File: config.mk
export PLATFORM = sky130hd
export DESIGN_NAME = logic_unit_arbiter
export DESIGN_NICKNAME = d
export VERILOG_FILES = /design/src/rtl/logic_unit_arbiter.sv
export SDC_FILE = /design/constraint.sdc
export NUM_CORES = 1
export LEC_CHECK = 0
export CORE_UTILIZATION = 35
export CTS_BUF_LIST = sky130_fd_sc_hd__clkbuf_2 sky130_fd_sc_hd__clkbuf_4 sky130_fd_sc_hd__clkbuf_8
export DETAILED_ROUTE_END_ITERATION = 8
export SETUP_SLACK_MARGIN = 0.4
export SYNTH_ARGS = -nofsm -noshare
export SYNTH_HDL_FRONTEND = slang
export SYNTH_SLANG_ARGS = --single-unit
File: constraint.sdc
create_clock -name clk -period 2.27 [get_ports clk]
set_input_delay 0.227 -clock clk [delete_from_list [all_inputs] [get_ports clk]]
set_output_delay 0.227 -clock clk [all_outputs]
set_load 0.05 [all_outputs]
File: src/rtl/logic_unit_arbiter.sv
// Round-robin arbiter sharing one registered 16-bit AND/OR/XOR/NAND unit among N_REQ requesters.
// Optional feature: define LU_ARB_ZERO_FLAG_EN to add the registered rsp_zero output.
module logic_unit_arbiter #(
    parameter int N_REQ = 4,
    parameter int WIDTH = 16,
    localparam int IDW = $clog2(N_REQ)
) (
    input  logic                   clk,
    input  logic                   rst,
    input  logic [N_REQ-1:0]       req_valid,
    output logic [N_REQ-1:0]       req_ready,
    input  logic [N_REQ*WIDTH-1:0] req_a,
    input  logic [N_REQ*WIDTH-1:0] req_b,
    input  logic [N_REQ*2-1:0]     req_op,
    output logic                   rsp_valid,
    input  logic                   rsp_ready,
    output logic [WIDTH-1:0]       rsp_data,
    output logic [IDW-1:0]         rsp_id
`ifdef LU_ARB_ZERO_FLAG_EN
    ,
    output logic                   rsp_zero
`endif
);

    typedef enum logic [1:0] {
        IDLE = 2'd0,
        EXEC = 2'd1,
        RESP = 2'd2
    } state_t;

    typedef enum logic [1:0] {
        OP_AND  = 2'b00,
        OP_OR   = 2'b01,
        OP_XOR  = 2'b10,
        OP_NAND = 2'b11
    } op_t;

    state_t           state, state_next;
    logic [IDW-1:0]   last_grant;
    logic [IDW-1:0]   grant_idx;
    logic [IDW-1:0]   cand;
    logic             grant_found;
    logic             accept;

    logic [WIDTH-1:0] lat_a, lat_b;
    op_t              lat_op;
    logic [IDW-1:0]   lat_g;
    logic [WIDTH-1:0] result;

    // Scan last_grant+1, +2, ... so the most recently served requester comes last.
    // NOTE: every variable written here gets a default first, so no latch is inferred.
    always_comb begin
        grant_found = 1'b0;
        grant_idx   = '0;
        cand        = '0;
        for (int i = 1; i <= N_REQ; i++) begin
            cand = IDW'((int'(last_grant) + i) % N_REQ);
            if (!grant_found && req_valid[cand]) begin
                grant_found = 1'b1;
                grant_idx   = cand;
            end
        end
    end

    // Grants are only offered in IDLE and are masked during the reset cycle.
    assign accept = (state == IDLE) && grant_found && !rst;

    always_comb begin
        req_ready = '0;
        if (accept) begin
            req_ready[grant_idx] = 1'b1;
        end
    end

    always_comb begin
        state_next = state;
        case (state)
            IDLE:    if (grant_found) state_next = EXEC;
            EXEC:    state_next = RESP;
            RESP:    if (rsp_ready) state_next = IDLE;
            default: state_next = IDLE;
        endcase
    end

    always_comb begin
        result = '0;
        case (lat_op)
            OP_AND:  result = lat_a & lat_b;
            OP_OR:   result = lat_a | lat_b;
            OP_XOR:  result = lat_a ^ lat_b;
            OP_NAND: result = ~(lat_a & lat_b);
            default: result = '0;
        endcase
    end

    // NOTE: sequential state uses non-blocking assignments so every register samples pre-edge values.
    always_ff @(posedge clk) begin
        if (rst) begin
            state <= IDLE;
        end else begin
            state <= state_next;
        end
    end

    always_ff @(posedge clk) begin
        if (rst) begin
            rsp_valid  <= 1'b0;
            rsp_data   <= '0;
            rsp_id     <= '0;
            last_grant <= IDW'(N_REQ - 1);
        end else begin
            case (state)
                EXEC: begin
                    rsp_valid <= 1'b1;
                    rsp_data  <= result;
                    rsp_id    <= lat_g;
                end
                RESP: begin
                    // Priority advances only once the consumer has taken the result.
                    if (rsp_ready) begin
                        rsp_valid  <= 1'b0;
                        last_grant <= lat_g;
                    end
                end
                default: ;
            endcase
        end
    end

`ifdef LU_ARB_ZERO_FLAG_EN
    always_ff @(posedge clk) begin
        if (rst) begin
            rsp_zero <= 1'b0;
        end else if (state == EXEC) begin
            rsp_zero <= (result == '0);
        end
    end
`endif

    // NOTE: the operand latches carry no reset; they are always rewritten on acceptance before use.
    always_ff @(posedge clk) begin
        if (accept) begin
            lat_a  <= req_a[grant_idx*WIDTH +: WIDTH];
            lat_b  <= req_b[grant_idx*WIDTH +: WIDTH];
            lat_op <= op_t'(req_op[grant_idx*2 +: 2]);
            lat_g  <= grant_idx;
        end
    end

endmodule

# Yosys cells after proc, flatten, opt, wreduce, memory -nomap -nowiden
# Index checks and enable logic that the tools add are counted.
# totals
in_bits,143
output_inout_bits,23
word_cells,74
register_bits,59
# classes
n_bitwise,4
add_sub_neg,4
eq_ne,7
magnitude_cmp,6
shift,3
muxes,25
n_reduce_logical,16
# ops
operator,count
$shiftx 64x7->16,2
$pmux 16 s4,1
$and 16x16->16,1
$not 16->16,1
$or 16x16->16,1
$xor 16x16->16,1
$lt 2x3->1 const B,5
$mux 2,6
$mux 1,10
$bmux 1 s2,4
$shiftx 8x4->2,1
$eq 2x2->1 const B,3
$logic_and 1x1->1,6
$pmux 2 s3,1
$reduce_and 2->1,3
$add 2x1->2 const B,2
$add 2x2->2 const B,2
$eq 2x1->1 const B,2
$logic_not 1->1,4
$logic_not 2->1,2
$mux 4,1
$ne 2x2->1 const B,2
$demux 1 s2,1
$ge 2x1->1 const B,1
2 further kinds,2

# Depth between registers and ports, before layout
# logic_depth
word_depth,18
mapped_depth,8
mapped_depth_nobuf,6

# Least setup slack after synthesis
# OpenSTA, ideal clock, no wires.
# synth_path
path_type,reg2out
start,reg last_grant[1]
end,out req_ready[0]
stages_incl_launch_ff,7
t_arrival_ps,2449
path_buffers,1
required_time_ps,2043
slack_ps,-406
path_cell_list,dfxtp_1 > mux2_4 > a22oi_4 > and2_2 > inv_2 > buf_6 > nor3_1
# synth_between
elab_chain_cells,18
word_cells_on_any_way,34
cone_classes,add/sub: 4; order compare: 2; mux: 19; reduce/logical: 9
# synth_lines
item,line,source
"start, declared",39,logic [IDW-1:0] last_grant;
"start signal, assigned",110,last_grant <= IDW'(N_REQ - 1);
"start signal, assigned",122,last_grant <= lat_g;
$add 2x1->2,57,cand = IDW'((int'(last_grant) + i) % N_REQ);
$bmux 1 s2,58,if (!grant_found && req_valid[cand]) begin
$mux 1 (not written as such),58,
$mux 1,58,
$logic_not 1->1,58,
$logic_and 1x1->1,58,
$mux 1,58,
$logic_not 1->1,58,
(+3 left out),--,
$logic_and 1x1->1,58,
$mux 2 (*),58,
named net grant_idx[0],40,logic [IDW-1:0] grant_idx;
$lt 2x3->1 (not written as such) / $ge 2x1->1 (equally long branches),71,req_ready[grant_idx] = 1'b1;
$logic_and 1x1->1 (not written as such),71,
$mux 1 (not written as such),71,
$demux 1 s2 (*),71,
$mux 4 (*),70,if (accept) begin
"end, declared",11,"output logic [N_REQ-1:0] req_ready,"
# The timed path passes the listed nets; every way through them passes the cells marked *. The select of a mux whose other input is x is not followed.

# Final worst setup path
# layout_path
start,reg last_grant[1]
end,out req_ready[0]
# layout_between
elab_chain_cells,18
word_cells_on_any_way,34
cone_classes,add/sub: 4; order compare: 2; mux: 19; reduce/logical: 9
# layout_lines
item,line
$add 2x1->2,57
$bmux 1 s2,58
$mux 1 (not written as such),58
$mux 1,58
$logic_not 1->1,58
$logic_and 1x1->1,58
$mux 1,58
$logic_not 1->1,58
(+2 left out),--
$logic_not 1->1,58
$logic_and 1x1->1,58
$mux 2,58
$lt 2x3->1 (not written as such) / $ge 2x1->1 (equally long branches),71
$logic_and 1x1->1 (not written as such),71
$mux 1 (not written as such),71
$demux 1 s2,71
$mux 4 (*),70
# Every way passes the cells marked *; elsewhere a longest branch is shown, timed or not. The select of a mux whose other input is x is not followed.

==> results by stage <==
Final layout:
- Of the cells placed in the final design, the portion with a size suffix greater than 1 is 18.2%.
- The total inserted antenna cells is 0.
- Relative to the synthesized area, the layout overhead comes to 57.3%.
- Leaving out fill and tap cells, the most frequent cells in the layout are clkdlybuf4s50_1 (157), a21boi_0 (68), nand2_1 (36), edfxtp_1 (36), inv_1 (35).
- In the final design database the tool counted 831 nets.
- The final-layout fill cell count is 1060.
- Summing all non-filler instances in the final layout gives an area of 0.00732 mm².
- The library cell used most frequently in the layout, excluding fill and tap cells, is clkdlybuf4s50_1.
- The finished layout holds 833 standard cells, fillers aside.

Drt:
- After the first detailed-routing iteration, the DRC count stood at 244.
- The via density per instance is 5.58.
- The number of DRC violations after detailed routing is 0.
- The first detailed-routing pass ran for 5 iterations.
- Once detail routing completed, the nets flagged for antenna violations numbered 0.
- The detailed router placed 4646 vias in this run.
- The detailed-route wire length per cell is 19.2 µm.
- Wires add up to 16000 µm.

Status:
- The flow ran to the end, and the final reports show no timing, DRC or antenna violations.

Synthesis:
- The number of nets in the synthesized netlist is 663.
- Synthesis inferred 59 register bits.
- After synthesis, the share of flip-flops with an asynchronous set or reset is 0%.
- Yosys attributes the largest share of cell area to edfxtp_1 (23%), a21boi_0 (11%), dfxtp_1 (9.9%), ha_1 (8.6%), a32o_1 (7.3%).
- The top cell type by total area after synthesis is edfxtp_1.
- The number of different library cells used by synthesis comes to 35.
- The register area share after synthesis is 33.1%.
- The flip-flop cell with the highest count after synthesis is edfxtp_1.
- The top cell type's share of synthesized area is 23.2%.
- In this run the cell area of the synthesized design comes to 0.00465 mm².
- The mean instance size in the synthesized netlist is 9.53 µm².
- Counting every instance in the synthesized netlist gives 488.
- The Yosys step of the flow raised 0 warnings.
- The number of enable-type register cells in the synthesized netlist is 36.

Floorplanning:
- The area of the core is 0.0128 mm².
- The floorplan step defined a die boundary enclosing 0.0138 mm².
- The count of boundary I/O pins is 166.
- Row generation in the floorplan step produced 41 rows.
- The floorplan step set the die width to 117 µm.
- Once the floorplan was initialized, standard cells occupied 36.4% of the core.
- Measured along the y axis, the die boundary spans 117 µm.

Place:
- The pre-CTS setup slack is -0.0169 ns.
- At the end of routability-driven placement, the weighted congestion stood at 0.839.
- Once detailed placement completed, the half-perimeter wirelength came to 10400 µm.
- Counting tap cells, the placed design contains a total of 788 instances.
- The number of port buffers is 165.
- Summing all placed instances gives a cell area of 0.00662 mm².

Global route:
- Across every metal layer, demand over resource in global routing totals 22.6%.
- The initial antenna violation count came to 1.
- The number of global-route vias before repair came to 4405.
- The largest net degree at the start of global routing is 51.
- The first global-routing pass estimated 23100 µm of wire.
- Global routing finished with a remaining overflow of 0.

Power and ir drop:
- Summed over all cells, the static leakage comes to 2.99 nW.
- The power density over the cells is 534 mW/mm².
- The worst-case vdd ir drop is 249 µV.

STA:
- The headroom to the max-slew limit is 43.3%.
- Based on the critical path, the design can be clocked at up to 500 MHz.
- The hold violation count in the final report was 0.
- Setup repair after global routing could not meet its margin everywhere.
- Setup violations remaining at the end of the flow were counted as 0.
- The setup slack of the critical path after layout is 0.270 ns.
- The final count of pins violating max slew is 0.
- The worst clock skew is 0.0100 ns.
- The fraction of the cycle the final worst path needs is 88.1%.
- The transition at the pin with the smallest max-transition slack is 0.851 ns.
- The routed design could run at a clock period as short as 2.00 ns.
- After routing, the total negative slack on setup checks comes to 0 ns.

CTS:
- The clock root buffer master is clkbuf_8.
- The cts-stage hold buffer count is 0.
- The post-CTS clock slew at the launch and capture registers of the worst setup and hold paths is 0.08 ns.
- At the later pin of the worst-skew pair, clock insertion delay measures 0.35 ns.
- The number of clock sinks seen by CTS is 59.
- The clock buffer count from CTS is 9.
- The buffer depth of the longest clock path is 2.
- The H-tree generated during clock tree synthesis spans 3 levels.
- The CTS tree is built.

Min path:
- The tightest min-delay check is of the flop to flop type.

Setup path:
- Of all nets on the critical path, the largest fanout is 3.
- The worst setup path is launched from a flop.
- The data arrival time at the worst-slack endpoint is 1.77 ns.
- The kind of capture point of the worst setup path is an output port.
- The startpoint-to-endpoint class of the critical path is flop to output port.
- The data required time of the critical path is 2.04 ns.

Flow run:
- Max-cap violations in this run came to 0.
## through the flow
step	util [%]	hold WS (ns)	total power, mW
after global placement	51.8	0.443	2.72
after detailed placement	51.8	0.446	2.76
after floorplan	-	0.328	2.21
after CTS	55.4	0.458	3.87
final	57.3	0.454	3.91
after global routing	57.3	0.470	4.12
## cells in the mapped netlist (2+ instances only)
| cell | number |
|---|---|
| buf_6 | 3 |
| a21boi_0 | 69 |
| nand2_1 | 38 |
| mux2_2 | 30 |
| edfxtp_1 | 36 |
| nand2b_1 | 3 |
| o32a_1 | 34 |
| nor2b_1 | 4 |
| a21oi_1 | 21 |
| o211ai_1 | 16 |
| inv_1 | 37 |
| dfxtp_1 | 23 |
| a32o_1 | 34 |
| nor2_1 | 2 |
| ha_1 | 32 |
| nor3_1 | 5 |
| mux2i_1 | 2 |
| clkbuf_1 | 42 |
| buf_1 | 3 |
| buf_2 | 6 |
| and3_1 | 34 |
## cells by family after synthesis
logic type | share of synthesized area, %
and+or+nand+nor | 10.1
adders and majority gates | 8.61
AOI/OAI and AO/OA | 32.1
DFF | 33.1
muxes | 8.01
buffers and inverters | 8.07
## worst paths after layout
check	from	to	slack, ns	cells past startpoint
setup / recovery	last_grant[1]	req_ready[0]	0.27	6
setup reg to reg	last_grant[1]	lat_a[12]	0.33	7
hold reg to reg	rsp_data[7]	rsp_data[7]	0.45	2
hold / removal	rsp_data[7]	rsp_data[7]	0.45	2
## power breakdown
| group | total [mW] | switching (mW) | internal, mW |
|---|---|---|---|
| Combinational | 1.54 | 0.729 | 0.812 |
| Sequential | 1.36 | 0.0799 | 1.28 |
| Clock | 1.01 | 0.491 | 0.514 |
| Total | 3.91 | 1.30 | 2.61 |
## final cells by class
| cell class | count | area (µm²) | share of cell area, % |
|---|---|---|---|
| multi-input cells | 337 | 2830 | 38.7 |
| inverters | 38 | 163 | 2.22 |
| clock inverters | 7 | 73.8 | 1.01 |
| repair inverters | 1 | 11.3 | 0.154 |
| repair buffers | 210 | 2340 | 32.0 |
| well taps | 172 | 215 | 2.94 |
| flip-flops and latches | 59 | 1550 | 21.2 |
| clock buffers | 9 | 124 | 1.69 |
## registers in the layout, summed over array words and instances (netlist names)
signal,flops
lat_a,16
lat_b,16
rsp_data,16
last_grant,2
lat_g,2
lat_op,2
rsp_id,2
state,2
rsp_valid,1
## worst max-delay path, cell delays in order (launching register included)
cell and delay, ns:
dfxtp_4 0.38, mux2_4 0.32, a22oi_4 0.13, and2_4 0.25, inv_16 0.05, nor3_4 0.14, buf_12 0.16
## per-layer routing
layer  vias to the layer above  track usage (%)  routed length, µm
met5                         -                0                  0
met4                         0             9.45                406
met3                        31             4.48                932
met2                       194             37.2               7820
met1                      2219             28.8               6870
li1                       2202                -                  -
## repair_timing
action	4_1_cts	5_1_grt
endpoints found under the setup margin	38	38
resized for setup	24	13
cloned	4	8
buffers inserted	13	4
pin swaps	10	3
(Power assumes the default switching activity.)
